==> src/rtl/cpu_pkg.sv <==
// Shared CPU definitions: instruction geometry and opcode encodings.
// Used by the instruction queue, field splitter and the control unit decoder.
package cpu_pkg;

    localparam int INSTR_W = 10;
    localparam int OPC_W   = 4;
    localparam int REG_W   = 3;

    localparam int OPC_MSB = INSTR_W - 1;
    localparam int OPC_LSB = INSTR_W - OPC_W;
    localparam int RX_MSB  = 2*REG_W - 1;
    localparam int RX_LSB  = REG_W;
    localparam int RY_MSB  = REG_W - 1;
    localparam int RY_LSB  = 0;

    typedef enum logic [OPC_W-1:0] {
        OP_NOP  = 4'h0,
        OP_MV   = 4'h1,
        OP_ADD  = 4'h2,
        OP_SUB  = 4'h3,
        OP_AND  = 4'h4,
        OP_OR   = 4'h5,
        OP_LD   = 4'h8,
        OP_ST   = 4'h9,
        OP_MVI  = 4'hA,
        OP_BR   = 4'hC,
        OP_HALT = 4'hF
    } opcode_t;

endpackage

==> src/rtl/instr_fields.sv <==
// Splits an instruction word into opcode / rx / ry fields.
// Latency: combinational. Backpressure: none (pure function of the input).
// Shared with the control-unit decoder so both agree on field placement.
module instr_fields #(
    parameter int WIDTH = cpu_pkg::INSTR_W,
    parameter int OPC_W = cpu_pkg::OPC_W,
    parameter int REG_W = cpu_pkg::REG_W
) (
    input  logic [WIDTH-1:0] instr,
    output logic [OPC_W-1:0] opcode,
    output logic [REG_W-1:0] rx,
    output logic [REG_W-1:0] ry
);

    assign opcode = instr[WIDTH-1 -: OPC_W];
    assign rx     = instr[2*REG_W-1 -: REG_W];
    assign ry     = instr[REG_W-1:0];

endmodule

==> src/rtl/instr_queue.sv <==
// DEPTH-entry instruction FIFO between fetch and control, head pre-split into fields.
// Latency: word pushed at edge N appears on out after edge N; no empty bypass.
// Backpressure: in_ready drops at full (even if popping); flush empties the queue.
module instr_queue #(
    parameter int WIDTH = cpu_pkg::INSTR_W,
    parameter int DEPTH = 4,
    parameter int OPC_W = cpu_pkg::OPC_W,
    parameter int REG_W = cpu_pkg::REG_W
) (
    input  logic                       clock,
    input  logic                       resetn,
    input  logic [WIDTH-1:0]           in,
    input  logic                       in_valid,
    output logic                       in_ready,
    input  logic                       flush,
    output logic [WIDTH-1:0]           out,
    output logic                       out_valid,
    input  logic                       out_ready,
    output logic [OPC_W-1:0]           opcode,
    output logic [REG_W-1:0]           rx,
    output logic [REG_W-1:0]           ry,
    output logic [$clog2(DEPTH+1)-1:0] count
);

    localparam int CW = $clog2(DEPTH+1);
    localparam int PW = (DEPTH > 1) ? $clog2(DEPTH) : 1;
    localparam logic [PW-1:0] LAST = PW'(DEPTH - 1);
    localparam logic [CW-1:0] FULL = CW'(DEPTH);

    logic [WIDTH-1:0] mem [DEPTH];
    logic [PW-1:0]    wr_ptr;
    logic [PW-1:0]    rd_ptr;
    logic [CW-1:0]    cnt;
    logic             push;
    logic             pop;

    // Explicit wrap keeps non-power-of-two depths legal.
    function automatic logic [PW-1:0] nxt(input logic [PW-1:0] p);
        return (p == LAST) ? '0 : p + 1'b1;
    endfunction

    assign in_ready  = (cnt != FULL);
    assign out_valid = (cnt != '0);
    assign push      = in_valid & in_ready;
    assign pop       = out_valid & out_ready;
    assign count     = cnt;
    assign out       = out_valid ? mem[rd_ptr] : '0;

    always_ff @(posedge clock) begin
        if (!resetn) begin
            wr_ptr <= '0;
            rd_ptr <= '0;
            cnt    <= '0;
        end else if (flush) begin
            wr_ptr <= '0;
            rd_ptr <= '0;
            cnt    <= '0;
        end else begin
            if (push) begin
                mem[wr_ptr] <= in;
                wr_ptr      <= nxt(wr_ptr);
            end
            if (pop) begin
                rd_ptr <= nxt(rd_ptr);
            end
            case ({push, pop})
                2'b10:   cnt <= cnt + 1'b1;
                2'b01:   cnt <= cnt - 1'b1;
                default: cnt <= cnt;
            endcase
        end
    end

    instr_fields #(
        .WIDTH (WIDTH),
        .OPC_W (OPC_W),
        .REG_W (REG_W)
    ) u_fields (
        .instr  (out),
        .opcode (opcode),
        .rx     (rx),
        .ry     (ry)
    );

endmodule

==> config.mk <==
export PLATFORM = sky130hd
export DESIGN_NAME = instr_queue
export DESIGN_NICKNAME = d
export VERILOG_FILES = /design/src/rtl/cpu_pkg.sv /design/src/rtl/instr_fields.sv /design/src/rtl/instr_queue.sv
export SDC_FILE = /design/constraint.sdc
export NUM_CORES = 1
export LEC_CHECK = 0
export CAP_MARGIN = 20
export CORE_ASPECT_RATIO = 1.75
export CORE_MARGIN = 2
export CORE_UTILIZATION = 50
export CTS_BUF_LIST = sky130_fd_sc_hd__clkbuf_16
export CTS_CLUSTER_SIZE = 40
export DETAILED_ROUTE_END_ITERATION = 8
export PLACE_DENSITY = 0.77
export REMOVE_ABC_BUFFERS = 1
export SLEW_MARGIN = 20
export SYNTH_ARGS = -nofsm -noshare
export SYNTH_HDL_FRONTEND = slang
export SYNTH_HIERARCHICAL = 1
export SYNTH_SLANG_ARGS = --single-unit
==> constraint.sdc <==
create_clock -name clock -period 3.7 [get_ports clock]
set_input_delay 0.555 -clock clock [delete_from_list [all_inputs] [get_ports clock]]
set_output_delay 0.555 -clock clock [all_outputs]
set_load 0.05 [all_outputs]
======== Yosys cells after proc, flatten, opt, wreduce, memory -nomap -nowiden ========
Memory sizes are Yosys's and may differ from the RTL's. A register that Yosys moved wholly into a read port is not among the register bits.
Cells that the tools add are included.
Widths: inputs -> output; s select.
storage, ports and cells
  input bits .............................. 15
  bits in read-only memories .............. 0
  register bits ........................... 7
  logic and storage cells ................. 29
  bits in latches ......................... 0
  output and inout port bits .............. 25
  RAM bits ................................ 40
  memories ................................ 1
memories
  memory  words  bits a word  read ports  clocked after Yosys merged registers in  wr ports  line               source
  mem     4      10           1           1                                        1         instr_queue.sv:30  logic [WIDTH-1:0] mem [DEPTH];
cells by class
  add/sub/neg operators ................... 4
  bitwise gates (word level) .............. 3
  reduce and logical (&&, ||, !) cells .... 3
  order comparisons ....................... 0
  multipliers ............................. 0
  mux-type cells .......................... 10
  equal/unequal tests ..................... 5
  divide/modulo/power cells ............... 0
  shifts and indexed selects .............. 0
operators with widths
  kind                 number
  $mux 10              1
  $mux 2               4
  $eq 2x2->1 const B   3
  $pmux 3 s2           1
  $add 2x1->2 const B  2
  $mux 1               4
  $add 3x1->3 const B  1
  $ne 3x3->1 const B   1
  $reduce_bool 3->1    1
  $sub 3x1->3 const B  1
  $and 1x1->1          2
  $eq 2x1->1 const B   1
  $reduce_bool 2->1    1
  $reduce_or 2->1      1
  $not 1->1            1

======== Depth between registers and ports, before layout ========
  depth in word-level cells ............... 6
  gate-level depth with buffers ........... 10
  mapped depth without buffers ............ 9

======== Modules after synthesis ========
The synthesis kept the hierarchy.
by module, submodules not included
  module        times used  sequential area each (um2)  cells each  area each (um2)
  instr_queue   1           1381.3                      118         2000.7
  instr_fields  1           0.0                         10          75.1

======== Worst setup path before layout ========
OpenSTA, ideal clock, no wires.
  kind .................................... reg2reg
  start point ............................. reg cnt[2], in the netlist count[2]
  end point ............................... reg cnt[2], in the netlist count[2]
  cell stages (with the launch flop) ...... 11
  setup time .............................. 0.070 ns
  slack ................................... 0.816 ns
  required time ........................... 3.630 ns
  arrival ................................. 2.814 ns
  clock period less this slack ............ 2.884 ns
  buffers on the path ..................... 1
  cell sequence ........................... dfxtp_1 > or3b_4 > and2_4 > buf_6 > inv_1 > ha_1 > inv_1 > fa_1 > xor2_1 > or3_2 > a21oi_1
on the way
  cells in the longest elaborated chain, start to end .. 4
  elaborated cells on any way between the ends .. 10
  classes of those cells .................. add/sub (2); eq/ne (3); mux (1); bitwise (2); reduce/logical (2)
ends and longest elaborated chain
  item                                                    line               source
  start, declared                                         instr_queue.sv:33  logic [CW-1:0] cnt;
  start signal, assigned                                  instr_queue.sv:67  2'b10: cnt <= cnt + 1'b1;
  start signal, assigned                                  instr_queue.sv:68  2'b01: cnt <= cnt - 1'b1;
  start signal, assigned                                  instr_queue.sv:69  default: cnt <= cnt;
  $ne 3x3->1 (*)                                          instr_queue.sv:42  assign in_ready = (cnt != FULL);
  net in_ready                                            instr_queue.sv:14  output logic in_ready,
  $and 1x1->1 (*)                                         instr_queue.sv:44  assign push = in_valid & in_ready;
  $eq 2x1->1 / $eq 2x2->1 (equally long branches)         instr_queue.sv:66  case ({push, pop})
  $pmux 3 s2 / $reduce_bool 2->1 (equally long branches)  --
The timed path passes the listed nets; every way through them passes the cells marked *.
A chain may end at the register's enable or synchronous reset.

==> qor.txt <==
ant diodes = 0
Clk Tree Root Cell = clkbuf_16
initial antenna violation count = 0
Nets = 183
YS warnings = 6
Setup CP Type = reg2out
CP max stage delay = 740 ps
total power = 1170 uW
Final Hold Fails = 0
cts bufs inserted = 5
clk_lat worst skew = 280 ps
DIE AREA = 0.00470 mm^2
largest net degree at the start of global routing = 15
final WL = 3280 um
Layout Utilization = 0.632
Maximum Capacitance Violations = 0
outcome = finished, final reports clean
clock buffer depth = 2
drt pass-1 iters = 4
CP startpoint kind = register
gpl congestion = 0.673
dpl ws = 915 ps
post-synthesis register bit count = 49
CTS tree = yes
Residual DRC = 0
Fillers = 309
Antenna Nets Post-Route = 0
most frequent cell after synthesis = edfxtp_1
HPWL after DPL = 2410 um
Yosys top cell by area = edfxtp_1
Final Worst Setup Slack = 687 ps
Post-Synthesis Cells = 128
final slew viol count = 0
Total Routing Usage GR = 0.159
H-Tree Depth = 2
Cell Area, Synth = 0.00208 mm^2
Core ar. = 0.00407 mm^2
vias in the first global route = 1108
crit path capture type = output port
GRT overflow = 0
wire length per cell = 15.5 um
post-synth top area share = 0.579
Async SR Flop Fraction = 0
Power Density = 454 mW/mm^2
Buf/Inv on CP = 1
Die Width = 52.7 um
Highest Clock Rate = 332 MHz
Max Clock Skew = 5.45 ps
sequential share of the synthesized area = 0.665
Yosys cell types = 27
worst path cell trace = mux4_2 -> nor2b_1 -> clkdlybuf4s50_1
CTS resizes = 0
CP max FO = 10
routed vias = 1110
fin crit share = 0.814
CP max-delay cell = dfxtp_1
Max VDD drop = 0.390 mV
Starting Density = 0.510
relative slew slack = 0.564
crit-path leading delay family = flip-flops
setup tns final = 0 ps
Finished Cell Area = 0.00257 mm^2
post-CTS setup buffers = 0
CTS Sinks = 49
Worst Path Arrival = 2460 ps
Leak Pwr = 0.000875 uW
Synth top cells by count = edfxtp_1 (40), nor2b_1 (11), buf_4 (10), mux4_2 (10), dfxtp_1 (9)
EDFF count, synth = 40
CP required = 3140 ps
Hold-fix buffers, CTS = 0
Area Overhead vs Synth = 24.1%
first-pass GRT wire length = 5150 um
IO Pins = 40
Primary FF master, synth = edfxtp_1
Iteration-0 DRC Markers = 30
worst slew pin tran = 653 ps
area post-placement = 0.00244 mm^2
Hold Path Class = reg2reg
Syn Area/Cell = 16.2 um^2
port bufs = 39
Rows = 31
via density per instance = 5.26
RSZ-0062 raised after global routing = false
Synth area leaders = edfxtp_1 (58%), mux4_2 (11%), dfxtp_1 (8.7%)
Die Ht = 89.2 um
Setup Viol. Count Final = 0
proportion of layout cells with a drive suffix above 1 = 0.136
clk slew on worst S/H paths = 60 ps
Final min period = 3010 ps
[through the flow]
| stage | hold slack, ps | std cells |
|---|---|---|
| 4_1_cts | 509 | 211 |
| 3_3_place_gp | 474 | 203 |
| 2_1_floorplan | 463 | 114 |
| 3_5_place_dp | 500 | 203 |
| 6_report | 512 | 211 |
| 5_1_grt | 533 | 211 |
[flip-flops by register name, indices dropped and copies added (netlist names), named ones only]
signal / flops
rd_ptr: 2
wr_ptr: 2
mem: 40
count: 3
[worst register-to-register path, cell delays in order (launching register included)]
cell     delay [ps]
dfxtp_1         410
or3b_4          430
and2_4          190
inv_1            50
ha_1            180
inv_1            60
fa_1            370
xor2_1          150
or3_2           420
a21oi_1         140
[layout make-up]
| class | instances | area (um^2) | share of cell area |
|---|---|---|---|
| clock buffers | 5 | 125 | 0.0486 |
| clock inverters | 3 | 13.8 | 0.00534 |
| inverters | 8 | 30.0 | 0.0117 |
| multi-input cells | 57 | 566 | 0.220 |
| flip-flops and latches | 49 | 1380 | 0.536 |
| well taps | 49 | 61.3 | 0.0238 |
| repair buffers | 40 | 398 | 0.155 |
[layout by cell type, fill, tap and decap left out, drive strengths merged]
cell type      netlist  final
or3b                 1      1
clkbuf               2      5
o21ai                2      2
xor2                 2      2
nor2b               11     11
or3                  2      2
nand2                2      2
clkdlybuf4s50        0     39
inv                  8      9
nand3                1      1
edfxtp              40     40
dfxtp                9      9
nor2                 4      4
nor3                 1      1
buf                 12      1
and3                 4      4
ha                   6      6
a21oi                3      3
clkinv               0      2
nand2b               1      1
and2                 1      1
nand4                2      2
fa                   1      1
mux4                10     10
o31ai                3      3
[routing by layer]
layer	vias up	wire length, um	global-route usage
met4	0	53	0.0909
met3	4	106	0.0251
li1	527	-	-
met2	35	1890	0.292
met1	544	1220	0.166
met5	-	0	0
[logic make-up (layout without fill, tap and decap cells)]
family	count (synthesis)	in the layout	synth area share
multiplexers	10	10	0.109
flip-flops	49	49	0.665
XOR/XNOR	2	2	0.00844
adder cells (fa/ha/maj)	7	7	0.0458
AND/OR/NAND/NOR	30	30	0.0868
buffers and inverters	22	56	0.0621
AO/OA/AOI/OAI	8	8	0.0229
[power by group]
part | total, uW | leakage (uW) | internal [uW] | switching (uW)
Sequential | 609 | 0.000434 | 603 | 5.75
Clock | 414 | 0.0000748 | 245 | 169
Combinational | 146 | 0.000366 | 56.0 | 89.8
[path summary, 6_finish.rpt]
| check | startpoint | end | slack (ps) | cells past startpoint |
|---|---|---|---|---|
| max reg2reg | count[2] | count[2] | 1220 | 9 |
| min | rd_ptr[0] | rd_ptr[0] | 510 | 2 |
| max | register | opcode[2] | 690 | 3 |
| min reg2reg | rd_ptr[0] | rd_ptr[0] | 510 | 2 |
No activity file was read; power rests on OpenSTA's default activity.
